==> config.mk <==
export PLATFORM = sky130hd
export DESIGN_NAME = ppu_oam_dma_writer
export DESIGN_NICKNAME = d
export VERILOG_FILES = /design/src/rtl/ppu_oam_dma_writer.sv
export SDC_FILE = /design/constraint.sdc
export NUM_CORES = 1
export LEC_CHECK = 0
export CAP_MARGIN = 40
export CORE_MARGIN = 3
export CORE_UTILIZATION = 40
export CTS_CLUSTER_DIAMETER = 150
export DETAILED_ROUTE_END_ITERATION = 16
export GPL_TIMING_DRIVEN = 0
export SYNTH_ARGS = -nofsm -noshare
export SYNTH_HDL_FRONTEND = slang
export SYNTH_SLANG_ARGS = --single-unit
==> constraint.sdc <==
create_clock -name clk -period 2.77 [get_ports clk]
set_input_delay 0.554 -clock clk [delete_from_list [all_inputs] [get_ports clk]]
set_output_delay 0.554 -clock clk [all_outputs]
set_load 0.05 [all_outputs]
==> src/rtl/ppu_oam_dma_writer.sv <==
// ppu_oam_dma_writer
//   Write side of sprite RAM (OAM). Services CPU writes to OAMADDR ($2003),
//   OAMDATA ($2004) and OAMDMA ($4014). It is the only writer of the spram
//   write port. The sprite-load reader scans spram each scanline.
//
// Ports:
//   clk, rst           system clock (one CPU cycle per clk), sync active-high reset
//   oamaddr_wr         strobe: set OAM pointer from cpu_data_in
//   oamdata_wr         strobe: write cpu_data_in at the pointer, post-increment
//   dma_wr             strobe: start a page copy from CPU page cpu_data_in
//   cpu_data_in        CPU write data
//   cpu_odd_cycle      current CPU cycle is odd (DMA alignment)
//   rendering          PPU rendering; OAMDATA only bumps the pointer by 4
//   loader_busy        sprite loader owns spram this cycle; defer writes
//   cpu_halt           CPU stall while DMA owns the bus
//   dma_bus_addr/rd    CPU-bus read request; data returns next cycle
//   dma_bus_data       CPU-bus read data
//   spram_wr_en/addr/data  spram write port
//   oam_addr           current OAM pointer (feeds the loader)
//   dma_done           one-cycle pulse on the last DMA write
module ppu_oam_dma_writer #(
    parameter int DMA_BYTES = 256
) (
    input  logic        clk,
    input  logic        rst,
    input  logic        oamaddr_wr,
    input  logic        oamdata_wr,
    input  logic        dma_wr,
    input  logic [7:0]  cpu_data_in,
    input  logic        cpu_odd_cycle,
    input  logic        rendering,
    input  logic        loader_busy,
    output logic        cpu_halt,
    output logic [15:0] dma_bus_addr,
    output logic        dma_bus_rd,
    input  logic [7:0]  dma_bus_data,
    output logic        spram_wr_en,
    output logic [7:0]  spram_wr_addr,
    output logic [7:0]  spram_wr_data,
    output logic [7:0]  oam_addr,
    output logic        dma_done
);

    typedef enum logic [2:0] {
        S_IDLE,
        S_HALT,
        S_ALIGN,
        S_READ,
        S_WRITE
    } state_t;

    localparam logic [8:0] LAST_CNT = 9'(DMA_BYTES);

    state_t      state_q, state_d;
    logic [8:0]  cnt_q, cnt_d;
    logic [7:0]  page_q, page_d;
    logic [7:0]  cap_q, cap_d;
    logic        cap_vld_q, cap_vld_d;
    logic        pend_vld_q, pend_vld_d;
    logic [7:0]  pend_data_q, pend_data_d;

    logic        cpu_halt_d, dma_bus_rd_d, spram_wr_en_d, dma_done_d;
    logic [15:0] dma_bus_addr_d;
    logic [7:0]  spram_wr_addr_d, spram_wr_data_d, oam_addr_d;

    logic [8:0]  cnt_inc;
    logic [7:0]  dma_byte;
    logic [7:0]  idle_byte;

    assign cnt_inc   = cnt_q + 9'd1;
    // Bus data is only valid in the first WRITE cycle; a loader stall
    // parks it in cap_q so it survives any number of stall cycles.
    assign dma_byte  = cap_vld_q ? cap_q : dma_bus_data;
    // A fresh OAMDATA byte replaces whatever is pending.
    assign idle_byte = oamdata_wr ? cpu_data_in : pend_data_q;

    always_comb begin
        state_d         = state_q;
        cnt_d           = cnt_q;
        page_d          = page_q;
        cap_d           = cap_q;
        cap_vld_d       = cap_vld_q;
        pend_vld_d      = pend_vld_q;
        pend_data_d     = pend_data_q;
        cpu_halt_d      = cpu_halt;
        dma_bus_addr_d  = dma_bus_addr;
        dma_bus_rd_d    = 1'b0;
        spram_wr_en_d   = 1'b0;
        spram_wr_addr_d = spram_wr_addr;
        spram_wr_data_d = spram_wr_data;
        oam_addr_d      = oam_addr;
        dma_done_d      = 1'b0;

        case (state_q)
            S_IDLE: begin
                if (dma_wr) begin
                    state_d    = S_HALT;
                    page_d     = cpu_data_in;
                    cnt_d      = 9'd0;
                    cap_vld_d  = 1'b0;
                    cpu_halt_d = 1'b1;
                end else if (oamaddr_wr) begin
                    oam_addr_d = cpu_data_in;
                end else if (oamdata_wr && rendering) begin
                    oam_addr_d = oam_addr + 8'd4;
                end else if (oamdata_wr || pend_vld_q) begin
                    if (!loader_busy) begin
                        spram_wr_en_d   = 1'b1;
                        spram_wr_addr_d = oam_addr;
                        spram_wr_data_d = idle_byte;
                        oam_addr_d      = oam_addr + 8'd1;
                        pend_vld_d      = 1'b0;
                    end else begin
                        pend_vld_d  = 1'b1;
                        pend_data_d = idle_byte;
                    end
                end
            end
            S_HALT: begin
                // Last chance for a deferred OAMDATA byte; otherwise it is lost.
                if (pend_vld_q && !loader_busy) begin
                    spram_wr_en_d   = 1'b1;
                    spram_wr_addr_d = oam_addr;
                    spram_wr_data_d = pend_data_q;
                    oam_addr_d      = oam_addr + 8'd1;
                end
                pend_vld_d = 1'b0;
                if (cpu_odd_cycle) begin
                    state_d = S_ALIGN;
                end else begin
                    state_d        = S_READ;
                    dma_bus_rd_d   = 1'b1;
                    dma_bus_addr_d = {page_q, cnt_q[7:0]};
                end
            end
            S_ALIGN: begin
                state_d        = S_READ;
                dma_bus_rd_d   = 1'b1;
                dma_bus_addr_d = {page_q, cnt_q[7:0]};
            end
            S_READ: begin
                state_d   = S_WRITE;
                cap_vld_d = 1'b0;
            end
            S_WRITE: begin
                if (loader_busy) begin
                    cap_d     = dma_byte;
                    cap_vld_d = 1'b1;
                end else begin
                    spram_wr_en_d   = 1'b1;
                    spram_wr_addr_d = oam_addr + cnt_q[7:0];
                    spram_wr_data_d = dma_byte;
                    cnt_d           = cnt_inc;
                    cap_vld_d       = 1'b0;
                    if (cnt_inc == LAST_CNT) begin
                        state_d    = S_IDLE;
                        cpu_halt_d = 1'b0;
                        dma_done_d = 1'b1;
                    end else begin
                        state_d        = S_READ;
                        dma_bus_rd_d   = 1'b1;
                        dma_bus_addr_d = {page_q, cnt_inc[7:0]};
                    end
                end
            end
            default: state_d = S_IDLE;
        endcase
    end

    always_ff @(posedge clk) begin
        if (rst) begin
            state_q       <= S_IDLE;
            cnt_q         <= 9'd0;
            cap_vld_q     <= 1'b0;
            pend_vld_q    <= 1'b0;
            cpu_halt      <= 1'b0;
            dma_bus_addr  <= 16'd0;
            dma_bus_rd    <= 1'b0;
            spram_wr_en   <= 1'b0;
            spram_wr_addr <= 8'd0;
            spram_wr_data <= 8'd0;
            oam_addr      <= 8'd0;
            dma_done      <= 1'b0;
        end else begin
            state_q       <= state_d;
            cnt_q         <= cnt_d;
            cap_vld_q     <= cap_vld_d;
            pend_vld_q    <= pend_vld_d;
            cpu_halt      <= cpu_halt_d;
            dma_bus_addr  <= dma_bus_addr_d;
            dma_bus_rd    <= dma_bus_rd_d;
            spram_wr_en   <= spram_wr_en_d;
            spram_wr_addr <= spram_wr_addr_d;
            spram_wr_data <= spram_wr_data_d;
            oam_addr      <= oam_addr_d;
            dma_done      <= dma_done_d;
        end
    end

    // Data-only registers; their valid flags above are what reset clears.
    always_ff @(posedge clk) begin
        page_q      <= page_d;
        cap_q       <= cap_d;
        pend_data_q <= pend_data_d;
    end

endmodule

Word-level counts from Yosys, hierarchy flattened
Cells that the tools add are included.

Bits in registers: 82. Output and inout port bits: 44. Logic and storage cells: 124.

Add/sub/neg operators: 4. Eq/ne operators: 18. Multiplexer cells: 61. Bitwise operators: 4. Reductions and logical operators: 22.

Operator list (number): $mux 8 (22); $mux 16 (3); $pmux 16 s3 (1); $pmux 8 s3 (2); $ne 2x2->1 const B (11); $mux 1 (20); $mux 9 (2); $pmux 9 s2 (1); $pmux 8 s2 (1); $pmux 3 s5 (1); $reduce_and 5->1 (2); $add 9x1->9 const B (1); $eq 9x9->1 const B (1); $pmux 1 s3 (3); $reduce_bool 3->1 (3); $add 8x1->8 const B (1); $add 8x3->8 const B (1); $add 8x8->8 (1); $ne 4x4->1 const B (2); $reduce_and 2->1 (4); $reduce_and 4->1 (2); $reduce_and 8->1 (1); $eq 3x2->1 const B (2); $mux 3 (2); other kinds (13) (19).

Logic depth before layout (Yosys ltp)
Gate-level depths: netlist (run 1).

Depth after elaboration: 7. Gate-level depth with buffers: 9. Mapped depth without buffers: 9.

Least setup slack after synthesis (run 1)
Ideal clock, no wire load.

Kind: register -> register. Start: reg oam_addr[0]. End: reg spram_wr_addr[4]. Arrival: 2169 ps. Required time: 2705 ps. Path slack: 536 ps. Cell stages (with the launch flop): 10. Buffers on the path: 0. Period minus slack after synthesis: 2234 ps. Cell sequence: dfxtp_1 -> ha_1 -> inv_1 -> fa_1 -> nor2b_1 -> o21a_1 -> nor3_1 -> o311ai_0 -> o21ai_0 -> nor2_1.

Longest elaborated chain between the ends: 3.

Ends and longest elaborated chain: start, declared (RTL line 40) `output logic [7:0] oam_addr,`; start signal, assigned (RTL line 195) `oam_addr <= oam_addr_d;`; $add 8x8->8 (RTL line 151) `spram_wr_addr_d = oam_addr + cnt_q[7:0];`; $mux 8 (RTL line 146) `if (loader_busy) begin`; $pmux 8 s3 (RTL line 94) `case (state_q)`; end signal, assigned (RTL line 193) `spram_wr_addr <= spram_wr_addr_d;`; end, declared (RTL line 38) `output logic [7:0] spram_wr_addr,`.

No other way between the ends. The select of a mux whose other input is x is not followed. A chain may end at the register's enable or synchronous reset.

Worst setup path in the final report (run 1)
Start: in rendering. End: reg spram_wr_data[6].

Longest elaborated chain between the ends: 3.

Ends and longest elaborated chain: start, declared (RTL line 31) `input logic rendering,`; $logic_and 1x1->1 (RTL line 104) `end else if (oamdata_wr && rendering) begin`; $ne 2x2->1 (no line); $reduce_and 8->1 (no line); end signal, assigned (RTL line 194) `spram_wr_data <= spram_wr_data_d;`; end, declared (RTL line 39) `output logic [7:0] spram_wr_data,`.

No other way between the ends.

==> results of run 1 <==
==> power groups by stage <==
stage	clock network (mW)	logic (mW)	registers (mW)
global route	0.846	0.807	1.37
detailed placement	0	0.751	1.39
floorplan	0	0.301	1.58
CTS	0.797	0.753	1.36
global placement	0	0.742	1.39
finish	0.788	0.748	1.36
==> area by class of cell <==
type	count	area, sq um	share of cell area
multi-input cells	337	2200	0.418
inverters	12	45.0	0.00856
flip-flops and latches	82	1880	0.358
well taps	136	170	0.0323
plain buffers	31	149	0.0283
clock buffers	12	135	0.0257
repair buffers	65	651	0.124
clock inverters	4	30.0	0.00571
==> Yosys cell counts (2+ instances only) <==
master / count / area (sq um)
xnor2_1: 9 / 78.8
buf_2: 5 / 25.0
buf_6: 3 / 33.8
a31oi_1: 4 / 25.0
a211oi_2: 4 / 50.1
nand3_1: 13 / 65.1
edfxtp_1: 24 / 721
a21oi_1: 36 / 180
a21o_1: 2 / 15.0
o21ai_0: 24 / 120
and3_1: 4 / 25.0
or3b_4: 2 / 22.5
nand2b_1: 4 / 25.0
and2_1: 4 / 25.0
nand3_2: 2 / 20.0
o311ai_0: 2 / 17.5
or3_1: 2 / 12.5
a311oi_1: 8 / 70.1
a211oi_1: 6 / 45.0
a22o_1: 2 / 17.5
mux2_2: 16 / 180
o21a_1: 3 / 22.5
o211ai_1: 3 / 22.5
a22oi_1: 10 / 75.1
nor2_1: 66 / 248
nand2_1: 36 / 135
clkbuf_1: 21 / 78.8
ha_1: 11 / 138
nand4_1: 3 / 18.8
inv_1: 12 / 45.0
nor3_1: 9 / 45.0
mux2i_1: 13 / 130
nand3b_1: 4 / 30.0
nor2b_1: 5 / 31.3
xor2_1: 5 / 43.8
dfxtp_1: 58 / 1160
o22ai_1: 2 / 12.5
==> final timing paths <==
path	startpoint	end	slack [ns]	depth (start not counted)
max	rendering	spram_wr_data[6]	0.20	7
min	page_q[6]	dma_bus_addr[14]	0.49	2
max reg2reg	cnt_q[1]	dma_bus_addr[8]	0.29	8
min reg2reg	page_q[6]	dma_bus_addr[14]	0.49	2
==> metrics by stage <==
step	TNS, ns	area (sq um)	total power [mW]	hold slack, ns
after CTS	0	5260	2.91	0.492
after floorplan	0	4280	1.88	0.456
after global routing	0	5260	3.03	0.527
final	0	5260	2.90	0.488
after global placement	-1.80	5100	2.13	0.466
after detailed placement	-1.31	5100	2.14	0.471
==> cell usage in the layout (no fill, tap or decap), drive strengths merged, types with 10 or more instances in the layout <==
master          n
nand3          15
dfxtp          58
o21ai          24
nor2           66
ha             11
a22oi          10
nand2          36
inv            13
a21oi          36
edfxtp         24
clkdlybuf4s50  65
clkbuf         33
mux2i          14
a211oi         10
mux2           16
buf            10
==> worst min-delay path: cells and delay by family (launching register included) <==
kind             cells  cell delay (ns)
flip-flops           1             0.33
AND/OR/NAND/NOR      1             0.07
multiplexers         1             0.06
==> logic make-up (layout without fill, tap and decap cells) <==
logic type | after synthesis | after routing | share of synthesized area
buf+inv | 43 | 124 | 0.0454
compound gates | 119 | 119 | 0.191
xor+xnor | 14 | 14 | 0.0287
simple gates | 162 | 162 | 0.180
flops | 82 | 82 | 0.440
fa+ha+maj | 12 | 12 | 0.0369
mux | 30 | 30 | 0.0778
==> flip-flops by register name (all words and copies together) (netlist names) <==
name / cells
pend_data_q: 8
spram_wr_en: 1
state_q: 3
spram_wr_addr: 8
cap_vld_q: 1
cnt_q: 9
cpu_halt: 1
cap_q: 8
dma_bus_addr: 16
spram_wr_data: 8
dma_bus_rd: 1
dma_done: 1
oam_addr: 8
page_q: 8
pend_vld_q: 1
==> per-layer routing <==
layer,routed length (um),GRT usage,vias to the layer above
li1,-,-,1825
met4,129,0.0579,0
met2,5930,0.359,105
met5,0,0,-
met1,5780,0.307,1800
met3,612,0.0352,12
==> results.yml, run 1 <==
status:
  outcome: "finished clean"
die:
  fp-row-count: 37
  die-area_sq_um: 12000
  fp.dieH_um: 109
  io-pin-count: 68
  initial_core_util: 0.412
  core_sq_um: 10400
  fp.dieW_um: 109
route:
  drc: 0
  drt_iter0_drc: 184
  ant_nets: 0
  wl_per_cell_um: 18.3
  viasPerCell: 5.51
  first_pass_iters: 4
  via_count: 3742
  drt_wl_total_um: 12400
setup_path:
  path_cells: "clkdlybuf4s50_1 -> and2_1 -> nor4_1 -> o311a_1 -> clkbuf_1 -> nor2_1 -> a311oi_1"
  crit_fanout: 10
  path_delay_family: "buffers and inverters"
  cp.required_ns: 3.03
  worstPathArrival_ns: 2.83
  start_kind: "primary input"
  cp_num_buf_inv: 2
  crit_type: "in2reg"
  slowest_stage: "clkbuf_1"
  slowest_delay_ns: 0.53
  end_kind: "register"
pwr:
  power.share.clock: 0.272
  powerDensity_nw_per_um2: 551
  pwr-share-comb: 0.258
  switching_share: 0.342
  cellLeakagePower_nw: 1.81
  ir_drop_uv: 308
  power.internal_mw: 1.91
  p_switching_mw: 0.992
  seq_power_share: 0.470
timing:
  max_slew_margin: 0.499
  fmax_mhz: 389
  rsz0062_at_grt: "no"
  hold_viol: 0
  final-max-slew-violation-count: 0
  finalWorstSetupSlack_ns: 0.198
  fin_skew_ns: 0.0138
  setup_violations: 0
  fin_crit_ns: 2.57
  worst_slew_pin_slew_ns: 0.749
  post-route-period-util: 0.928
global_route:
  grt_pass1_vias: 3582
  grt-ovfl-total: 0
  grt_max_degree: 15
  grt_pass1_wl_um: 20000
  grt_antenna_before_repair: 0
  grt_usage: 0.221
finish:
  area_growth_pct: 23.1
  fillers: 1028
  fin_util: 0.507
  layout.nets: 574
  antenna_cells: 0
  drive_above_1_share: 0.0958
  instances_no_fill: 679
placement:
  place_ws_ns: -0.171
  dp_cells: 663
  hpwlAfterDp_um: 9210
  place_congestion: 0.906
  io_buffers: 65
clock_tree:
  cts_max_level: 3
  clk_pin_slew_worst_paths_ns: 0.08
  cts_root_buf: "clkbuf_8"
  cts.sinks: 82
  clock_path_buffers: 2
  postCtsHoldBufs: 0
  post_cts_resized: 0
  cts_setup_buffers: 0
  clock_latency_ns: 0.36
  cts_tree: "built"
  cts_buffers: 9
logic_synthesis:
  yosysSeqAreaShare: 0.440
  ys_types: 62
  syn_area_sq_um: 4280
  synth-edff-count: 24
  synthArstFlopShare: 0
  yosys_warnings: 0
  avgSynthCellArea_sq_um: 9.25
  ys_ff_latch: 82
  synth.net_count: 498
  ys.flop_type: "dfxtp_1"
  netlist_instances: 462
flow_run:
  maxCapViolCount: 0
min_path:
  min_path_type: "reg2reg"
Note: power is estimated with default switching activity, not from simulation.
==> run 2, diff against run 1 <==
--- a/config.mk
+++ b/config.mk
@@ -8,7 +8,6 @@
 export CAP_MARGIN = 40
 export CORE_MARGIN = 3
 export CORE_UTILIZATION = 40
-export CTS_CLUSTER_DIAMETER = 150
 export DETAILED_ROUTE_END_ITERATION = 16
 export GPL_TIMING_DRIVEN = 0
 export SYNTH_ARGS = -nofsm -noshare
==> results of run 2 <==
Same layout as run 1: the final DEF is identical, and so are final timing and power.
